**src/rtl/line_burst_planner.sv**
```systemverilog
// line_burst_planner: plans every AXI read burst of a video frame.
// The beat count comes from the active size. Descriptors (length, line/frame last)
// are issued over valid/ready, bursts in flight are tracked, and completion is flagged.
// Optional error reporting is enabled with `define LINE_BURST_PLANNER_ERR_EN.
module line_burst_planner #(
    parameter     MODE            = "ONCE",
    parameter int AXI_DSIZE       = 256,
    parameter int DSIZE           = 24,
    parameter int LSIZE           = 9,
    parameter int MAX_OUTSTANDING = 4,
    parameter int OSIZE           = 3
) (
    input  logic             clock,
    input  logic             rst_n,
    input  logic             fsync,
    input  logic [15:0]      vactive,
    input  logic [15:0]      hactive,
    input  logic [LSIZE-1:0] burst_len,
    output logic             req_valid,
    input  logic             req_ready,
    output logic [LSIZE-1:0] req_len,
    output logic             req_line_last,
    output logic             req_frame_last,
    input  logic             burst_done,
    output logic [OSIZE-1:0] outstanding,
    output logic             busy,
    output logic             frame_done,
    output logic             tail_status
`ifdef LINE_BURST_PLANNER_ERR_EN
    ,
    output logic             err,
    output logic [1:0]       err_code
`endif
);

    localparam bit LINE_MODE = (MODE == "LINE");
    localparam int SHIFT     = $clog2(AXI_DSIZE);

    typedef enum logic [2:0] {IDLE, CALC, ISSUE, DRAIN, DONE} state_t;

    state_t           state, state_nxt;
    logic [15:0]      vactive_q, hactive_q;
    logic [LSIZE-1:0] blen_q;
    logic [31:0]      beats_q, remain;
    logic [15:0]      line_cnt;
    logic [OSIZE-1:0] outstanding_q;
    logic             frame_done_q;

    logic [31:0]      pixels;
    logic [39:0]      bits_w;
    logic [31:0]      beats_calc;
    logic [LSIZE-1:0] len;
    logic             in_issue, stream_end, last_line, accept, dec;

    // Beat count of one stream: ceil(pixels*DSIZE / AXI_DSIZE) via add-and-shift.
    always_comb begin
        pixels     = LINE_MODE ? 32'(hactive_q) : 32'(hactive_q) * 32'(vactive_q);
        bits_w     = 40'(pixels) * 40'(DSIZE);
        beats_calc = 32'((bits_w + 40'(AXI_DSIZE - 1)) >> SHIFT);
    end

    // Current descriptor fields, derived only from registers so they hold during a stall.
    always_comb begin
        in_issue   = (state == ISSUE);
        stream_end = (remain <= 32'(blen_q));
        len        = stream_end ? remain[LSIZE-1:0] : blen_q;
        last_line  = LINE_MODE ? (({1'b0, line_cnt} + 17'd1) >= {1'b0, vactive_q}) : 1'b1;
        req_valid      = in_issue && (outstanding_q < OSIZE'(MAX_OUTSTANDING));
        req_len        = in_issue ? len : '0;
        req_line_last  = in_issue && stream_end;
        req_frame_last = in_issue && stream_end && last_line;
        tail_status    = in_issue && (remain < 32'(blen_q));
        accept         = req_valid && req_ready;
        dec            = burst_done && (outstanding_q != '0);
        busy           = (state != IDLE);
        outstanding    = outstanding_q;
        frame_done     = frame_done_q;
    end

    // Next-state logic; fsync in any state (re)starts the frame calculation.
    always_comb begin
        state_nxt = state;
        if (fsync) begin
            state_nxt = CALC;
        end else begin
            case (state)
                IDLE:    state_nxt = IDLE;
                CALC:    state_nxt = ((beats_calc == '0) || (LINE_MODE && (vactive_q == '0))) ? DONE : ISSUE;
                ISSUE:   if (accept && stream_end && last_line) state_nxt = DRAIN;
                DRAIN:   if (outstanding_q == '0) state_nxt = DONE;
                DONE:    state_nxt = IDLE;
                default: state_nxt = IDLE;
            endcase
        end
    end

    // State register.
    always_ff @(posedge clock or negedge rst_n) begin
        if (!rst_n) state <= IDLE;
        else        state <= state_nxt;
    end

    // Config latch and stream/line counters.
    always_ff @(posedge clock or negedge rst_n) begin
        if (!rst_n) begin
            vactive_q <= '0;
            hactive_q <= '0;
            blen_q    <= '0;
            beats_q   <= '0;
            remain    <= '0;
            line_cnt  <= '0;
        end else if (fsync) begin
            vactive_q <= vactive;
            hactive_q <= hactive;
            blen_q    <= (burst_len == '0) ? LSIZE'(1) : burst_len;
        end else if (state == CALC) begin
            beats_q  <= beats_calc;
            remain   <= beats_calc;
            line_cnt <= '0;
        end else if (accept) begin
            if (stream_end && !last_line) begin
                line_cnt <= line_cnt + 16'd1;
                remain   <= beats_q;
            end else begin
                remain <= remain - 32'(len);
            end
        end
    end

    // Bursts in flight: accept adds one, a valid burst_done removes one.
    always_ff @(posedge clock or negedge rst_n) begin
        if (!rst_n) begin
            outstanding_q <= '0;
        end else begin
            case ({accept, dec})
                2'b10:   outstanding_q <= outstanding_q + OSIZE'(1);
                2'b01:   outstanding_q <= outstanding_q - OSIZE'(1);
                default: outstanding_q <= outstanding_q;
            endcase
        end
    end

    // One-cycle completion pulse after DONE, suppressed if a restart arrives there.
    always_ff @(posedge clock or negedge rst_n) begin
        if (!rst_n) frame_done_q <= 1'b0;
        else        frame_done_q <= (state == DONE) && !fsync;
    end

`ifdef LINE_BURST_PLANNER_ERR_EN
    logic ev_underflow, ev_abort;
    assign ev_underflow = burst_done && (outstanding_q == '0);
    assign ev_abort     = fsync && (state != IDLE);

    // Per-event error pulse plus sticky cause bits.
    always_ff @(posedge clock or negedge rst_n) begin
        if (!rst_n) begin
            err      <= 1'b0;
            err_code <= 2'b00;
        end else begin
            err      <= ev_underflow || ev_abort;
            err_code <= err_code | {ev_abort, ev_underflow};
        end
    end
`endif

endmodule

```
**config.mk**
```make
export PLATFORM = sky130hd
export DESIGN_NAME = line_burst_planner
export DESIGN_NICKNAME = d
export VERILOG_FILES = /design/src/rtl/line_burst_planner.sv
export SDC_FILE = /design/constraint.sdc
export NUM_CORES = 1
export LEC_CHECK = 0
export ABC_AREA = 1
export BUFFER_PORTS_ARGS = -buffer_cell sky130_fd_sc_hd__buf_2
export CORE_MARGIN = 10
export CORE_UTILIZATION = 40
export CTS_CLUSTER_SIZE = 8
export DETAILED_ROUTE_END_ITERATION = 16
export GPL_ROUTABILITY_DRIVEN = 0
export REMOVE_ABC_BUFFERS = 1
export SYNTH_ARGS = -nofsm -noshare
export SYNTH_HDL_FRONTEND = slang
export SYNTH_SLANG_ARGS = --single-unit
```
**constraint.sdc**
```tcl
create_clock -name clock -period 8.32 [get_ports clock]
set_input_delay 1.664 -clock clock [delete_from_list [all_inputs] [get_ports clock]]
set_output_delay 1.664 -clock clock [all_outputs]
set_load 0.05 [all_outputs]
```
Yosys cells after proc, flatten, opt, wreduce, memory -nomap -nowiden
Cells that the tools add are included.
{ "op_classes": {"n_bitwise": 1, "n_reduce_logical": 17, "mux": 11, "multipliers": 2, "n_lt_le_gt_ge": 3, "eq_ne": 8, "n_addsub": 4} }
{ "op_table": {"columns": ["operator", "n"], "rows": [
  ["$mux W32", 2],
  ["$add A37 B8 Y38 const B", 1],
  ["$mul A32 B2 Y34 const B", 1],
  ["$le A32 B9 Y1", 1],
  ["$logic_not A32 Y1", 1],
  ["$lt A32 B9 Y1", 1],
  ["$mul A16 B16 Y32", 1],
  ["$sub A32 B9 Y32", 1],
  ["$mux W9", 3],
  ["$mux W3", 4],
  ["$logic_not A9 Y1", 1],
  ["$pmux W3 S3", 1],
  ["$logic_and A1 B1 Y1", 7],
  ["$eq A3 B2 Y1 const B", 2],
  ["$pmux W3 S2", 1],
  ["$reduce_bool A3 Y1", 2],
  ["$reduce_and A2 Y1", 2],
  ["$reduce_bool A2 Y1", 2],
  ["$add A3 B1 Y3 const B", 1],
  ["$eq A3 B1 Y1 const B", 1],
  ["$eq A3 B3 Y1 const B", 1],
  ["$logic_not A3 Y1", 1],
  ["$lt A3 B3 Y1 const B", 1],
  ["$ne A3 B2 Y1 const B", 1],
  ["6 further kinds", 6]
]} }
{ "word_totals": {"elab_cells": 53, "inputBits": 46, "register_bits": 80, "output_inout_bits": 18} }

Depth between registers and ports, before layout
{ "depth": {"word_depth": 7, "ltp_mapped": 51, "depth_no_buf": 49} }

Least setup slack after synthesis
No wires, ideal clock.
{ "synth_timing": {"path_kind": "register to register", "startpoint": "register hactive_q[9]", "endpoint": "register state[1]", "arrival_ns": 7.725, "slack_ns": 0.478, "path_stages_with_launch": 44, "setup_ns": 0.117, "required_time_ns": 8.203, "synth_period_minus_slack_ns": 7.842, "n_path_buf": 2, "cell_sequence": "dfrtp_1 > clkbuf_1 > clkbuf_1 > nand2_1 > fa_1 > fa_1 > inv_1 > fa_1 > inv_1 > fa_1 > fa_1 > fa_1 > inv_1 > ha_1 > a21oi_1 > o21ai_0 > o21bai_1 > a21oi_1 > (+8 left out) > nor3_1 > nand3_1 > nand2_1 > nand2_1 > nand2_1 > nand2_1 > nor2_2 > nand2_1 > nor2_2 > nand3_1 > nand2_1 > nand3_1 > nor2_1 > nand2_1 > nand2_1 > nand2_1 > nand2_1 > nand2_1"} }
{ "synth_between": {"elab_chain_cells": 7} }
{ "synth_rtl": {"columns": ["item", "line", "text"], "rows": [
  ["start: declaration", "42", "logic [15:0] vactive_q, hactive_q;"],
  ["start signal: assignment", "114", "hactive_q <= hactive;"],
  ["$mul A16 B16 Y32", "57", "pixels = LINE_MODE ? 32'(hactive_q) : 32'(hactive_q) * 32'(vactive_q);"],
  ["$mul A32 B2 Y34", "58", "bits_w = 40'(pixels) * 40'(DSIZE);"],
  ["$add A37 B8 Y38", "59", "beats_calc = 32'((bits_w + 40'(AXI_DSIZE - 1)) >> SHIFT);"],
  ["$logic_not A32 Y1", "88", "CALC: state_nxt = ((beats_calc == '0) || (LINE_MODE && (vactive_q == '0))) ? DONE : ISSUE;"],
  ["$mux W3", "88", null],
  ["$pmux W3 S3", "86", "case (state)"],
  ["$mux W3", "83", "if (fsync) begin"],
  ["end signal: assignment", "100", "else state <= state_nxt;"],
  ["end: declaration", "41", "state_t state, state_nxt;"]
]} }
No other way between the ends.
A chain may end at the register's enable or synchronous reset.

Worst setup path after layout
{ "layout_timing": {"startpoint": "register vactive_q[4]", "endpoint": "register state[1]"} }
{ "layout_between": {"elab_chain_cells": 7} }
{ "layout_rtl": {"columns": ["item", "line", "text"], "rows": [
  ["start: declaration", "42", null],
  ["start signal: assignment", "113", "vactive_q <= vactive;"],
  ["$mul A16 B16 Y32", "57", null],
  ["$mul A32 B2 Y34", "58", null],
  ["$add A37 B8 Y38", "59", null],
  ["$logic_not A32 Y1", "88", null],
  ["$mux W3", "88", null],
  ["$pmux W3 S3", "86", null],
  ["$mux W3", "83", null]
]} }
No other way between the ends.

==> summary.md <==
| Metric | Value |
|---|---|
| DRT Pass-1 Iters | 7 |
| Max Cap Viol | 0 |
| Avg WL per Cell | about 15 um |
| Final Cycle Share | a little under 100% |
| Detail Route Antenna Nets | 0 |
| Initial antenna violation count | 0 |
| Mapped Cells | roughly 2.6k |
| Uppermost layer routed | met4 |
| Worst slew margin | 23.40% |
| Synth cell types | 50 |
| DRT Wirelength | about 50 mm |
| Starting density of the core | approximately 40% |
| DR WL met2 | ~23 mm |
| CP Depth | 43 |
| Layout area overhead | 18.49% |
| Finish-stage setup viols | 0 |
| Synth top area share | a little under a quarter |
| Placed cell count | 3272 |
| Vias in the first global route | 16.41k |
| Syn avg cell area | between 6 and 7 um^2 |
| Antenna cells | 0 |
| Num ports | between 60 and 70 |
| Status | completed |
| Fillcell total | about 4.3k |
| Die H | 227.9 um |
| Pin count of the biggest net entering global routing | 44 |
| Predominant post-synthesis flop cell | dfrtp_1 |
| Total CTS buffers | 9 |
| Reg2reg path depth | between 40 and 50 |
| Post-DP HPWL | between 30 and 40 mm |
| Final hold viol count | 0 |
| PortBufs | 63 |
| H-tree depth | 3 |
| GR Util All Layers | about a fifth |
| Vias post-DR | ~17k |
| Finished Layout Cells | between 3k and 4k |
| Number of max-slew violations in the final report | 0 |
| Nets | approximately 3.2k |
| CP arrival | between 8 and 9 ns |
| Critical-path maximum fanout | 7 |
| Final worst slack | 0.2886 ns |
| Nature of the critical path endpoint | flop |
| EDFF count, synth | 0 |
| Setup TNS | 0 ns |
| Synth top area cells | fa_1 23%, nand2_1 19%, dfrtp_1 12%, inv_1 11%, ha_1 11% |
| Global-route wire length before repair | around 81 mm |
| F_max | roughly 120 MHz |
| GRT Residual Overflow | 0 |
| Master of the slowest instance on the critical path | fa_2 |
| Min Tclk post-route | 8.031 ns |
| Least-Margin Pin Slew | 1.148 ns |
| Ys Warns | 0 |
| Clock transition at path regs | roughly 0.070 ns |
| CTS tree | yes |
| Worst skew pair latency | roughly 0.38 ns |
| Most common cell on crit path | nand2_1 |
| Post-route DRC violation count | 0 |
| Post-CTS Hold Buffers | 0 |
| Worst Skew | roughly 0.013 ns |
| Clock Path Buffers | 2 |
| Bufs and invs on worst path | 5 |
| Required @ worst endpoint | roughly 8.6 ns |
| Ratio of cells with drive above 1 in the final layout | 19.07% |
| Core Box Area | about 43000 um^2 |
| Max incr delay on CP | between 0.5 and 0.6 ns |
| Met3 wire length | about 2.2 mm |
| WHS Path Cells | 1 |
| Hold Path Class | flop to flop |
| Starting DRT DRC Count | 1177 |
| Vias/cell | 4.965 |
| Cell row count | 76 |
| Die Footprint | between 50000 and 60000 um^2 |
| Sequential element share of the synthesized area | 11.57% |
| CP delay by family, top | adder cells |
| Post-Route M1 WL | between 20 and 25 mm |
| CP Class | flop to flop |
| Most area-hungry cell type in the Yosys netlist | fa_1 |
| Startpoint class of the critical path | flop |
| Horiz. Die Dim | roughly 230 um |
| Clk sinks | 80 |
| #FFs+latches synth | 80 |
| Clk root buf | clkbuf_16 |
| Post-Place Setup Slack | -0.2733 ns |
| Synthesized area | about 17000 um^2 |
| Ys async rst share | 100.0% |
## sequential cells by signal, indices dropped and copies added (netlist names)
register     count
remain          32
blen_q           9
outstanding      3
state            3
vactive_q       16
frame_done       1
hactive_q       16
## timing repair
action,in CTS,in global routing
pin swaps,0,70
setup endpoints to repair,7,14
gates resized for setup,13,185
setup buffers,0,71
endpoints found under the hold margin,0,0
## final timing paths
path	from	to	slack, ns
setup / recovery	vactive_q[4]	state[1]	0.29
hold / removal	remain[30]	remain[30]	0.49
setup reg to reg	vactive_q[4]	state[1]	0.29
hold reg to reg	remain[30]	remain[30]	0.49
max in group asynchronous	rst_n	hactive_q[12]	5.95
min in group asynchronous	rst_n	blen_q[2]	1.26
## final cells by class
class                           instances  area (um^2)  area share (%)
Clock inverter                          6        50.05          0.2442
Timing Repair Buffer                  247         1833           8.944
Clock buffer                           10        239.0           1.166
Sequential cell                        80         2033           9.921
Multi-Input combinational cell       1887        13560           66.19
Inverter                              544         2042           9.964
Tap cell                              585        732.0           3.572
## cell usage after synthesis (13+ instances only)
cell      instances
nand4_1          27
fa_1            197
nor2_1          154
nor3_1           18
nand3_2          13
nand3_1         112
a31oi_1          13
nand2_1         859
inv_1           523
xor2_1           28
dfrtp_1          80
nand2_2          38
xnor2_1          19
clkbuf_1         85
ha_1            156
a21oi_1          74
inv_2            17
o21ai_0          81
nor2_2           26
## per-stage QoR
stage / hold slack (ns) / cell area [um^2] / util (%)
CTS: 0.4920 / 19160 / 44.67
global placement: 0.4736 / 18850 / 43.95
finish: 0.4932 / 20490 / 47.79
global route: 0.5188 / 20490 / 47.79
floorplan: 0.4300 / 16950 / -
detailed placement: 0.4744 / 18850 / 43.95
## per-layer routing
| layer | track usage (%) | vias up |
|---|---|---|
| met1 | 24.99 | 8054 |
| met5 | 0 | - |
| met4 | 5.790 | 0 |
| li1 | - | 8186 |
| met3 | 1.986 | 65 |
| met2 | 31.12 | 371 |
## layout by cell type, fill, tap and decap left out, types with 16 or more instances in the layout
cell	netlist	layout
a21oi_1	74	52
nand3_1	112	108
xor2_1	28	23
inv_2	17	25
fa_1	197	189
nand2_1	859	837
nand2_2	38	60
nor2_1	154	136
nor2_4	12	20
nand4_1	27	27
dfrtp_1	80	55
a21oi_2	3	21
nand3_2	13	16
inv_1	523	515
ha_1	156	136
nor2_2	26	36
dfrtp_2	0	25
xnor2_1	19	17
buf_4	1	163
buf_2	3	62
o21ai_0	81	74
## cell families (layout without fill, tap and decap cells)
logic type | Yosys count | count (layout) | synth area share (%)
compound gates | 207 | 207 | 6.663
buf+inv | 634 | 807 | 13.82
simple gates | 1280 | 1280 | 31.47
fa+ha+maj | 353 | 353 | 34.09
xor+xnor | 47 | 47 | 2.380
flops | 80 | 80 | 11.57
Power is left out: the tool's default activity adds up to more than one toggle a clock period on the data nets, which glitch-free logic cannot reach.
